<file path="src/rtl/axi_perf_snoop_pkg.sv">
//============================================================================
// Module      : axi_perf_snoop_pkg
// Description : Shared types for the AXI4 performance snoop. Holds the
//               statistics record, default field widths, the channel event
//               index and a minimal default AXI4 request/response pair used
//               when the instantiating design does not supply its own types.
// Revision    : 1.0 - initial release
//============================================================================
`default_nettype none

package axi_perf_snoop_pkg;

   // Widths of the statistics record. Instances built with narrower
   // counters zero-extend into these fields.
   localparam int CNT_WIDTH   = 64;
   localparam int OUTST_WIDTH = 8;

   // Index of each per-channel handshake event.
   typedef enum logic [2:0] {
      EvAw    = 3'd0,
      EvW     = 3'd1,
      EvB     = 3'd2,
      EvAr    = 3'd3,
      EvR     = 3'd4,
      EvRLast = 3'd5
   } ev_idx_e;

   localparam int NUM_EV = 6;

   typedef struct packed {
      logic [CNT_WIDTH-1:0]   cycle;
      logic [CNT_WIDTH-1:0]   aw;
      logic [CNT_WIDTH-1:0]   w;
      logic [CNT_WIDTH-1:0]   b;
      logic [CNT_WIDTH-1:0]   ar;
      logic [CNT_WIDTH-1:0]   r;
      logic [CNT_WIDTH-1:0]   r_last;
      logic [CNT_WIDTH-1:0]   wr_outst_sum;
      logic [CNT_WIDTH-1:0]   rd_outst_sum;
      logic [OUTST_WIDTH-1:0] wr_outst_max;
      logic [OUTST_WIDTH-1:0] rd_outst_max;
   } perf_stats_t;

   // Minimal AXI4 channel payloads for the default request/response types.
   typedef struct packed {
      logic [3:0]  id;
      logic [31:0] addr;
      logic [7:0]  len;
   } axi_ax_chan_t;

   typedef struct packed {
      logic [31:0] data;
      logic [3:0]  strb;
      logic        last;
   } axi_w_chan_t;

   typedef struct packed {
      logic [3:0] id;
      logic [1:0] resp;
   } axi_b_chan_t;

   typedef struct packed {
      logic [3:0]  id;
      logic [31:0] data;
      logic [1:0]  resp;
      logic        last;
   } axi_r_chan_t;

   typedef struct packed {
      axi_ax_chan_t aw;
      logic         aw_valid;
      axi_w_chan_t  w;
      logic         w_valid;
      logic         b_ready;
      axi_ax_chan_t ar;
      logic         ar_valid;
      logic         r_ready;
   } axi_req_default_t;

   typedef struct packed {
      logic        aw_ready;
      logic        ar_ready;
      logic        w_ready;
      axi_b_chan_t b;
      logic        b_valid;
      axi_r_chan_t r;
      logic        r_valid;
   } axi_rsp_default_t;

endpackage

`default_nettype wire

</file>
<file path="src/rtl/axi_perf_cnt.sv">
//============================================================================
// Module      : axi_perf_cnt
// Description : Saturating accumulator. Adds inc_val each enabled cycle and
//               sticks at all-ones instead of wrapping.
// Ports       : clk_i, rst_i (sync, active-high), en (advance), clr (sync
//               clear, below reset in priority), inc_val (addend), cnt (value)
// Revision    : 1.0 - initial release
//============================================================================
`default_nettype none

module axi_perf_cnt
   import axi_perf_snoop_pkg::*;
#(
   parameter int WIDTH = CNT_WIDTH
) (
   input  logic             clk_i,
   input  logic             rst_i,
   input  logic             en,
   input  logic             clr,
   input  logic [WIDTH-1:0] inc_val,
   output logic [WIDTH-1:0] cnt
);

   logic [WIDTH-1:0] r_cnt;
   logic [WIDTH:0]   w_sum;

   // One extra bit catches the carry that signals saturation.
   assign w_sum = {1'b0, r_cnt} + {1'b0, inc_val};

   always_ff @(posedge clk_i) begin
      if (rst_i || clr) begin
         r_cnt <= '0;
      end else if (en) begin
         r_cnt <= w_sum[WIDTH] ? '1 : w_sum[WIDTH-1:0];
      end
   end

   assign cnt = r_cnt;

endmodule

`default_nettype wire

</file>
<file path="src/rtl/axi_perf_snoop.sv">
//============================================================================
// Module      : axi_perf_snoop
// Description : Transparent AXI4 monitor. Forwards request/response
//               unchanged and collects handshake counts, cycle count,
//               in-flight read/write trackers and outstanding-time
//               integrals for average-latency estimation.
// Ports       : clk_i, rst_i (sync, active-high), enable_i, clear_i,
//               axi_req_i/axi_rsp_i (snooped bus), axi_req_o/axi_rsp_o
//               (pass-through), stats_o (counters), wr_outst_o/rd_outst_o
//               (in-flight trackers), err_o (sticky tracker under/overflow)
// Config      : AXI_PERF_SNOOP_WATERMARK_EN adds tracker high-water marks
//               to stats_o; otherwise those fields read 0.
// Revision    : 1.0 - initial release
//============================================================================
`default_nettype none

module axi_perf_snoop
   import axi_perf_snoop_pkg::*;
#(
   parameter type axi_req_t  = axi_req_default_t,
   parameter type axi_rsp_t  = axi_rsp_default_t,
   parameter int  CntWidth   = CNT_WIDTH,
   parameter int  OutstWidth = OUTST_WIDTH
) (
   input  logic                  clk_i,
   input  logic                  rst_i,
   input  logic                  enable_i,
   input  logic                  clear_i,
   input  axi_req_t              axi_req_i,
   input  axi_rsp_t              axi_rsp_i,
   output axi_req_t              axi_req_o,
   output axi_rsp_t              axi_rsp_o,
   output perf_stats_t           stats_o,
   output logic [OutstWidth-1:0] wr_outst_o,
   output logic [OutstWidth-1:0] rd_outst_o,
   output logic                  err_o
);

   // Pure wires: the monitor only observes the handshakes.
   assign axi_req_o = axi_req_i;
   assign axi_rsp_o = axi_rsp_i;

   logic [NUM_EV-1:0]     w_ev;
   logic [CntWidth-1:0]   w_ev_cnt [NUM_EV];
   logic [CntWidth-1:0]   w_cycle_cnt;
   logic [CntWidth-1:0]   w_wr_sum;
   logic [CntWidth-1:0]   w_rd_sum;
   logic [OutstWidth-1:0] r_wr_outst;
   logic [OutstWidth-1:0] r_rd_outst;
   logic                  r_err;

   always_comb begin
      w_ev          = '0;
      w_ev[EvAw]    = axi_req_i.aw_valid & axi_rsp_i.aw_ready;
      w_ev[EvW]     = axi_req_i.w_valid  & axi_rsp_i.w_ready;
      w_ev[EvB]     = axi_rsp_i.b_valid  & axi_req_i.b_ready;
      w_ev[EvAr]    = axi_req_i.ar_valid & axi_rsp_i.ar_ready;
      w_ev[EvR]     = axi_rsp_i.r_valid  & axi_req_i.r_ready;
      w_ev[EvRLast] = axi_rsp_i.r_valid  & axi_req_i.r_ready & axi_rsp_i.r.last;
   end

   for (genvar i = 0; i < NUM_EV; i++) begin : g_ev_cnt
      axi_perf_cnt #(.WIDTH(CntWidth)) u_cnt (
         .clk_i   (clk_i),
         .rst_i   (rst_i),
         .en      (enable_i),
         .clr     (clear_i),
         .inc_val (CntWidth'(w_ev[i])),
         .cnt     (w_ev_cnt[i])
      );
   end

   axi_perf_cnt #(.WIDTH(CntWidth)) u_cycle_cnt (
      .clk_i   (clk_i),
      .rst_i   (rst_i),
      .en      (enable_i),
      .clr     (clear_i),
      .inc_val (CntWidth'(1)),
      .cnt     (w_cycle_cnt)
   );

   // Integrals accumulate the tracker value present before this cycle's
   // handshakes, so a transaction contributes one per cycle it is in flight.
   axi_perf_cnt #(.WIDTH(CntWidth)) u_wr_sum (
      .clk_i   (clk_i),
      .rst_i   (rst_i),
      .en      (enable_i),
      .clr     (clear_i),
      .inc_val (CntWidth'(r_wr_outst)),
      .cnt     (w_wr_sum)
   );

   axi_perf_cnt #(.WIDTH(CntWidth)) u_rd_sum (
      .clk_i   (clk_i),
      .rst_i   (rst_i),
      .en      (enable_i),
      .clr     (clear_i),
      .inc_val (CntWidth'(r_rd_outst)),
      .cnt     (w_rd_sum)
   );

   // Trackers ignore enable/clear so they stay coherent with bus traffic.
   // Simultaneous start and finish leave the count unchanged.
   always_ff @(posedge clk_i) begin
      if (rst_i) begin
         r_wr_outst <= '0;
         r_rd_outst <= '0;
         r_err      <= 1'b0;
      end else begin
         if (w_ev[EvAw] && !w_ev[EvB]) begin
            if (&r_wr_outst) r_err <= 1'b1;
            else             r_wr_outst <= r_wr_outst + OutstWidth'(1);
         end else if (w_ev[EvB] && !w_ev[EvAw]) begin
            if (r_wr_outst == '0) r_err <= 1'b1;
            else                  r_wr_outst <= r_wr_outst - OutstWidth'(1);
         end
         if (w_ev[EvAr] && !w_ev[EvRLast]) begin
            if (&r_rd_outst) r_err <= 1'b1;
            else             r_rd_outst <= r_rd_outst + OutstWidth'(1);
         end else if (w_ev[EvRLast] && !w_ev[EvAr]) begin
            if (r_rd_outst == '0) r_err <= 1'b1;
            else                  r_rd_outst <= r_rd_outst - OutstWidth'(1);
         end
      end
   end

`ifdef AXI_PERF_SNOOP_WATERMARK_EN
   // High-water marks sample the same pre-update tracker value as the sums.
   logic [OutstWidth-1:0] r_wr_max;
   logic [OutstWidth-1:0] r_rd_max;

   always_ff @(posedge clk_i) begin
      if (rst_i || clear_i) begin
         r_wr_max <= '0;
         r_rd_max <= '0;
      end else if (enable_i) begin
         if (r_wr_outst > r_wr_max) r_wr_max <= r_wr_outst;
         if (r_rd_outst > r_rd_max) r_rd_max <= r_rd_outst;
      end
   end
`endif

   always_comb begin
      stats_o              = '0;
      stats_o.cycle        = CNT_WIDTH'(w_cycle_cnt);
      stats_o.aw           = CNT_WIDTH'(w_ev_cnt[EvAw]);
      stats_o.w            = CNT_WIDTH'(w_ev_cnt[EvW]);
      stats_o.b            = CNT_WIDTH'(w_ev_cnt[EvB]);
      stats_o.ar           = CNT_WIDTH'(w_ev_cnt[EvAr]);
      stats_o.r            = CNT_WIDTH'(w_ev_cnt[EvR]);
      stats_o.r_last       = CNT_WIDTH'(w_ev_cnt[EvRLast]);
      stats_o.wr_outst_sum = CNT_WIDTH'(w_wr_sum);
      stats_o.rd_outst_sum = CNT_WIDTH'(w_rd_sum);
`ifdef AXI_PERF_SNOOP_WATERMARK_EN
      stats_o.wr_outst_max = OUTST_WIDTH'(r_wr_max);
      stats_o.rd_outst_max = OUTST_WIDTH'(r_rd_max);
`endif
   end

   assign wr_outst_o = r_wr_outst;
   assign rd_outst_o = r_rd_outst;
   assign err_o      = r_err;

endmodule

`default_nettype wire

</file>
<file path="config.mk">
export PLATFORM = sky130hd
export DESIGN_NAME = axi_perf_snoop
export DESIGN_NICKNAME = d
export VERILOG_FILES = /design/src/rtl/axi_perf_snoop_pkg.sv /design/src/rtl/axi_perf_cnt.sv /design/src/rtl/axi_perf_snoop.sv
export SDC_FILE = /design/constraint.sdc
export NUM_CORES = 2
export LEC_CHECK = 0
export ABC_AREA = 1
export CORE_AREA = 2 2 374 376
export CTS_CLUSTER_DIAMETER = 50
export DETAILED_ROUTE_END_ITERATION = 8
export DIE_AREA = 0 0 376 378
export MAX_ROUTING_LAYER = met4
export PLACE_DENSITY_LB_ADDON = 0.12
export RECOVER_POWER = 50
export SLEW_MARGIN = 40
export SYNTH_ARGS = -nofsm -noshare
export SYNTH_HDL_FRONTEND = slang
export SYNTH_SLANG_ARGS = --single-unit
</file>
<file path="constraint.sdc">
create_clock -name clk_i -period 5.9 [get_ports clk_i]
set_input_delay 1.77 -clock clk_i [delete_from_list [all_inputs] [get_ports clk_i]]
set_output_delay 1.77 -clock clk_i [all_outputs]
set_load 0.05 [all_outputs]
</file>
==> metrics.cfg, run 1 <==
[global_routing]
grt_pass1_vias=42767
grt_pass1_wl_um=272000
gr-total-overflow=0
grt_max_degree=132
globalRouteTotalUtil_pct=25.5
antenna_found_initial=0

[clock_tree]
postCtsResizedCells=0
cts-buffers-inserted=109
h-tree-depth=3
ctsHoldBuffers=0
clock_path_buffers=3
postCtsSetupBuffers=0
clock_sinks=593
cts_root_buf=clkbuf_16

[logic_synthesis]
synth_area_sq_um=41100
synth_seq_cells=593
synth_edf_count=0
synth_top_family_by_area=simple AND/OR/NAND/NOR gates
synth_compound_area_share_pct=8.33
ys_top_cells_by_count=nand2_1 (1759), nor2_1 (904), inv_1 (860)
synthArstFlopShare_pct=0
synth_top_area_share_pct=28.9
yosys_warnings=0
yosys.area_share.adder_pct=1.56
yosysTopAreaCell=dfxtp_1
ys_types=51
yosysMostFrequentCell=nand2_1
synthXorXnorAreaFrac_pct=5.88
synth_seq_area_share_pct=28.9
synth_area_leaders=dfxtp_1 (29%), nand2_1 (16%), nor2_1 (8.3%), inv_1 (7.9%), nand3_1 (6.8%)
synth-simple-area-share_pct=42.0
ys.flop_type=dfxtp_1
synth.avg_cell_area_sq_um=6.14
muxShareOfSynthArea_pct=0
synthCells=6695

[place]
place_hpwl_um=142000
dp_cells=8814
place.gp.congestion=0.968
portBuffers=618

[status]
status=stopped before the end
tool.error=[ERROR DRT-0255] Maze Route cannot find path of net axi_req_i[87] in worker of routeBox ( 338100 289800 ) ( 376000 338100 ).
stop_stage=detailed routing

[floorplan]
io_pins=973
start_util_pct=29.7
rows=137
die_x_um=376
die_h_um=378

metrics by stage:
| stage | setup slack [ns] | cell area [sq um] | hold slack, ns |
|---|---|---|---|
| floorplan | 2.19 | 41200 | 0.704 |
| global placement | 0.734 | 47700 | 0.480 |
| detailed placement | 0.698 | 47700 | 0.494 |
| CTS | 1.04 | 51400 | 0.504 |
| global route | 0.526 | 51300 | 0.531 |
per-layer routing:
metal	track usage, %
met1	32.3
met2	40.2
met3	5.54
met4	8.48
met5	-
cell families after synthesis:
logic type / Yosys count
AND/OR/NAND/NOR: 3926
AO/OA/AOI/OAI: 637
other: 1
XOR/XNOR: 276
flip-flops: 593
adder cells (fa/ha/maj): 49
buffers and inverters: 1213
==> run 2, diff against run 1 <==
--- a/config.mk
+++ b/config.mk
@@ -6,12 +6,9 @@
 export NUM_CORES = 2
 export LEC_CHECK = 0
 export ABC_AREA = 1
-export CORE_AREA = 2 2 374 376
-export CTS_CLUSTER_DIAMETER = 50
+export CORE_UTILIZATION = 20
 export DETAILED_ROUTE_END_ITERATION = 8
-export DIE_AREA = 0 0 376 378
-export MAX_ROUTING_LAYER = met4
-export PLACE_DENSITY_LB_ADDON = 0.12
+export PLACE_DENSITY_LB_ADDON = 0.15
 export RECOVER_POWER = 50
 export SLEW_MARGIN = 40
 export SYNTH_ARGS = -nofsm -noshare
==> metrics.cfg, run 2 <==
[detailed_routing]
antenna_violating_nets_post_route=0
firstDrtPassIters=6
dr_total_vias=44814
wl_per_cell_um=20.6
drt_iter0_markers=2993
drcViolationCount=0
routed_via_density=4.54
drt-total-wl_um=203000

[logic_synthesis]
synthXorXnorAreaFrac_pct=5.88  ; unchanged
synthCells=6695  ; unchanged
synth_area_leaders=dfxtp_1 (29%), nand2_1 (16%), nor2_1 (8.3%), inv_1 (7.9%), nand3_1 (6.8%)  ; unchanged
synth_compound_area_share_pct=8.33  ; unchanged
synthArstFlopShare_pct=0  ; unchanged
synth_seq_area_share_pct=28.9  ; unchanged
yosysTopAreaCell=dfxtp_1  ; unchanged
ys_top_cells_by_count=nand2_1 (1759), nor2_1 (904), inv_1 (860)  ; unchanged
synth_top_family_by_area=simple AND/OR/NAND/NOR gates  ; unchanged
synth-simple-area-share_pct=42.0  ; unchanged
ys_types=51  ; unchanged
synth.avg_cell_area_sq_um=6.14  ; unchanged
synth_area_sq_um=41100  ; unchanged
synth_edf_count=0  ; unchanged
muxShareOfSynthArea_pct=0  ; unchanged
yosys_warnings=0  ; unchanged
synth_seq_cells=593  ; unchanged
ys.flop_type=dfxtp_1  ; unchanged
yosysMostFrequentCell=nand2_1  ; unchanged
yosys.area_share.adder_pct=1.56  ; unchanged
synth_top_area_share_pct=28.9  ; unchanged

[clock_tree]
ctsHoldBuffers=0  ; unchanged
cts-buffers-inserted=86  ; was 109
postCtsSetupBuffers=0  ; unchanged
clock_path_buffers=3  ; unchanged
path_clk_slew_ns=0.06
h-tree-depth=3  ; unchanged
postCtsResizedCells=0  ; unchanged
cts_tree=built
clock_sinks=593  ; unchanged
cts_root_buf=clkbuf_16  ; unchanged
clock_insertion_delay_worst_skew_ns=0.75

[setup_path]
critPathMaxStageDelay_ns=1.65
r2r_slack_ns=1.43
path_max_fanout=38
worstPathArrival_ns=5.86
cp-start-kind=primary input
endpoint_kind=flip-flop
critPathSlowestCell=clkinvlp_2
required_ns=6.57
crit_path_end=u_cycle_cnt.cnt[59]$_SDFFE_PP0P_
critPathLaunch=enable_i
regToRegEndpoint=u_cycle_cnt.cnt[59]$_SDFFE_PP0P_
ff2ff_path_depth=10
r2r-start=u_cycle_cnt.cnt[40]$_SDFFE_PP0P_
critical_path_class=primary input to flip-flop
path_cells=buf_8 > nand2_1 > nor2_4 > nand3_1 > nor2_4 > nand3_2 > nor2_1 > clkinvlp_2 > nand3_1 > nand2_1 > inv_1

[pwr]
p_leak_uw=0.0194
clockPowerShare_pct=53.5
ir_drop_mv=0.213
p_seq_share_pct=39.1
p_sw_share_pct=27.7
p_per_area_nw_per_um2=203
power_uw=10500
pwr-share-comb_pct=7.4
power_switching_uw=2920
p_int_uw=7610

[min_path]
hp-start=g_ev_cnt[2].u_cnt.cnt[0]$_SDFFE_PP0P_
hold_class=flip-flop to flip-flop

[floorplan]
rows=166  ; was 137
start_util_pct=20.1  ; was 29.7%
fp.coreArea_sq_um=204000
dieArea_sq_um=207000
die_h_um=455  ; was 378 um
die_x_um=455  ; was 376 um
io_pins=973  ; unchanged

[sta]
period_needed_ns=5.19
whs_ns=0.484
clock.fmax_mhz=193
timing.final.max_slew_violations=211
tightest_slew_ns=2.57
period_share_pct=88.0
tns_ns=0
finClkSkew_ns=0.0484
grt_setup_unrepaired=false
timing.slew.headroom_pct=-71.5
setup_violations=0
hold_viol_final=0

[status]
violations=max-capacitance violations, max-slew violations
status=finished, violations left  ; was stopped before the end

[place]
place.gp.congestion=0.931  ; was 0.968
placed_area_sq_um=48800  ; was 47700 sq um
place_hpwl_um=161000  ; was 142000 um
dp_cells=9702  ; was 8814
portBuffers=618  ; unchanged

[global_routing]
grt_pass1_vias=43226  ; was 42.8k
globalRouteTotalUtil_pct=19.0  ; was 25.5%
gr-total-overflow=0  ; unchanged
grt_max_degree=92  ; was 132
grt_pass1_wl_um=295000  ; was 272000 um
antenna_found_initial=3  ; was 0

[layout]
final_nets=7335
largest_register_ffs=384
layout_common_cells=nand2_1 (1760), nor2_1 (906), inv_1 (859), dfxtp_1 (593), nand3_1 (559)
fin_cells=9862
final_area_sq_um=51800
mostFrequentLayoutCell=nand2_1
layout-drive-gt1-share_pct=4.42
syn_to_final_growth_pct=25.9

[run]
drv_cap=3

-- run 2: cell counts after synthesis --
No cell type changed its count.
-- run 2: final cells by class --
| class | instances | area, sq um |
|---|---|---|
| Fill cell | 23259 | 153000 |
| Multi-Input combinational cell | 4904 | 23800 |
| Sequential cell | 593 | 11900 |
| Timing Repair Buffer | 647 | 6460 |
| Tap cell | 2688 | 3360 |
| Inverter | 870 | 3280 |
| Clock buffer | 115 | 2420 |
| Clock inverter | 43 | 597 |
| Antenna cell | 2 | 5.00 |
-- run 2: power groups by stage --
| stage | clock network (uW) | logic, uW | registers, uW |
|---|---|---|---|
| after floorplan | 0 | 734 | 4270 |
| after global placement | 0 | 798 | 4210 |
| after detailed placement | 0 | 799 | 4210 |
| after CTS | 5830 | 802 | 4120 |
| after global routing | 5960 | 858 | 4120 |
| final | 5630 | 779 | 4110 |
-- run 2: worst min path at each step --
stage	to	slack, ns	cells after the start
2_1_floorplan	g_ev_cnt[5].u_cnt.cnt[0]$_SDFFE_PP0P_	0.70	2
3_3_place_gp	g_ev_cnt[5].u_cnt.cnt[0]$_SDFFE_PP0P_	0.48	2
3_5_place_dp	g_ev_cnt[2].u_cnt.cnt[0]$_SDFFE_PP0P_	0.48	2
4_1_cts	g_ev_cnt[2].u_cnt.cnt[0]$_SDFFE_PP0P_	0.49	2
5_1_grt	g_ev_cnt[2].u_cnt.cnt[0]$_SDFFE_PP0P_	0.50	2
6_report	g_ev_cnt[2].u_cnt.cnt[0]$_SDFFE_PP0P_	0.48	2
-- run 2: logic make-up (layout without fill, tap and decap cells) --
family                   Yosys count  count (layout)
AND/OR/NAND/NOR                 3926            3926
buffers and inverters           1213            1675
AO/OA/AOI/OAI                    637             637
flip-flops                       593             593
XOR/XNOR                         276             276
adder cells (fa/ha/maj)           49              49
other                              1              18
-- run 2: per-layer routing --
layer | global-route usage (%) | vias to the layer above | part of all wire (%)
li1 | - | 22213 | -
met1 | 23.5 | 21089 | 43
met5 | 0 | - | 0
met3 | 3.09 | 331 | 5.0
met4 | 8.06 | 0 | 4.6
met2 | 32.3 | 1181 | 47
-- run 2: per-stage QoR --
step,setup slack (ns),util (%)
after global placement,0.734,23.9
after floorplan,2.19,-
final,0.710,25.3
after global routing,0.534,25.3
after CTS,1.07,25.4
after detailed placement,0.589,23.9
-- run 2: critical path: cells and delay by family --
| family | cells | cell delay, ns |
|---|---|---|
| AND/OR/NAND/NOR | 8 | 2.03 |
| buffers and inverters | 3 | 2.03 |
Power figures use the tool's default switching activity.
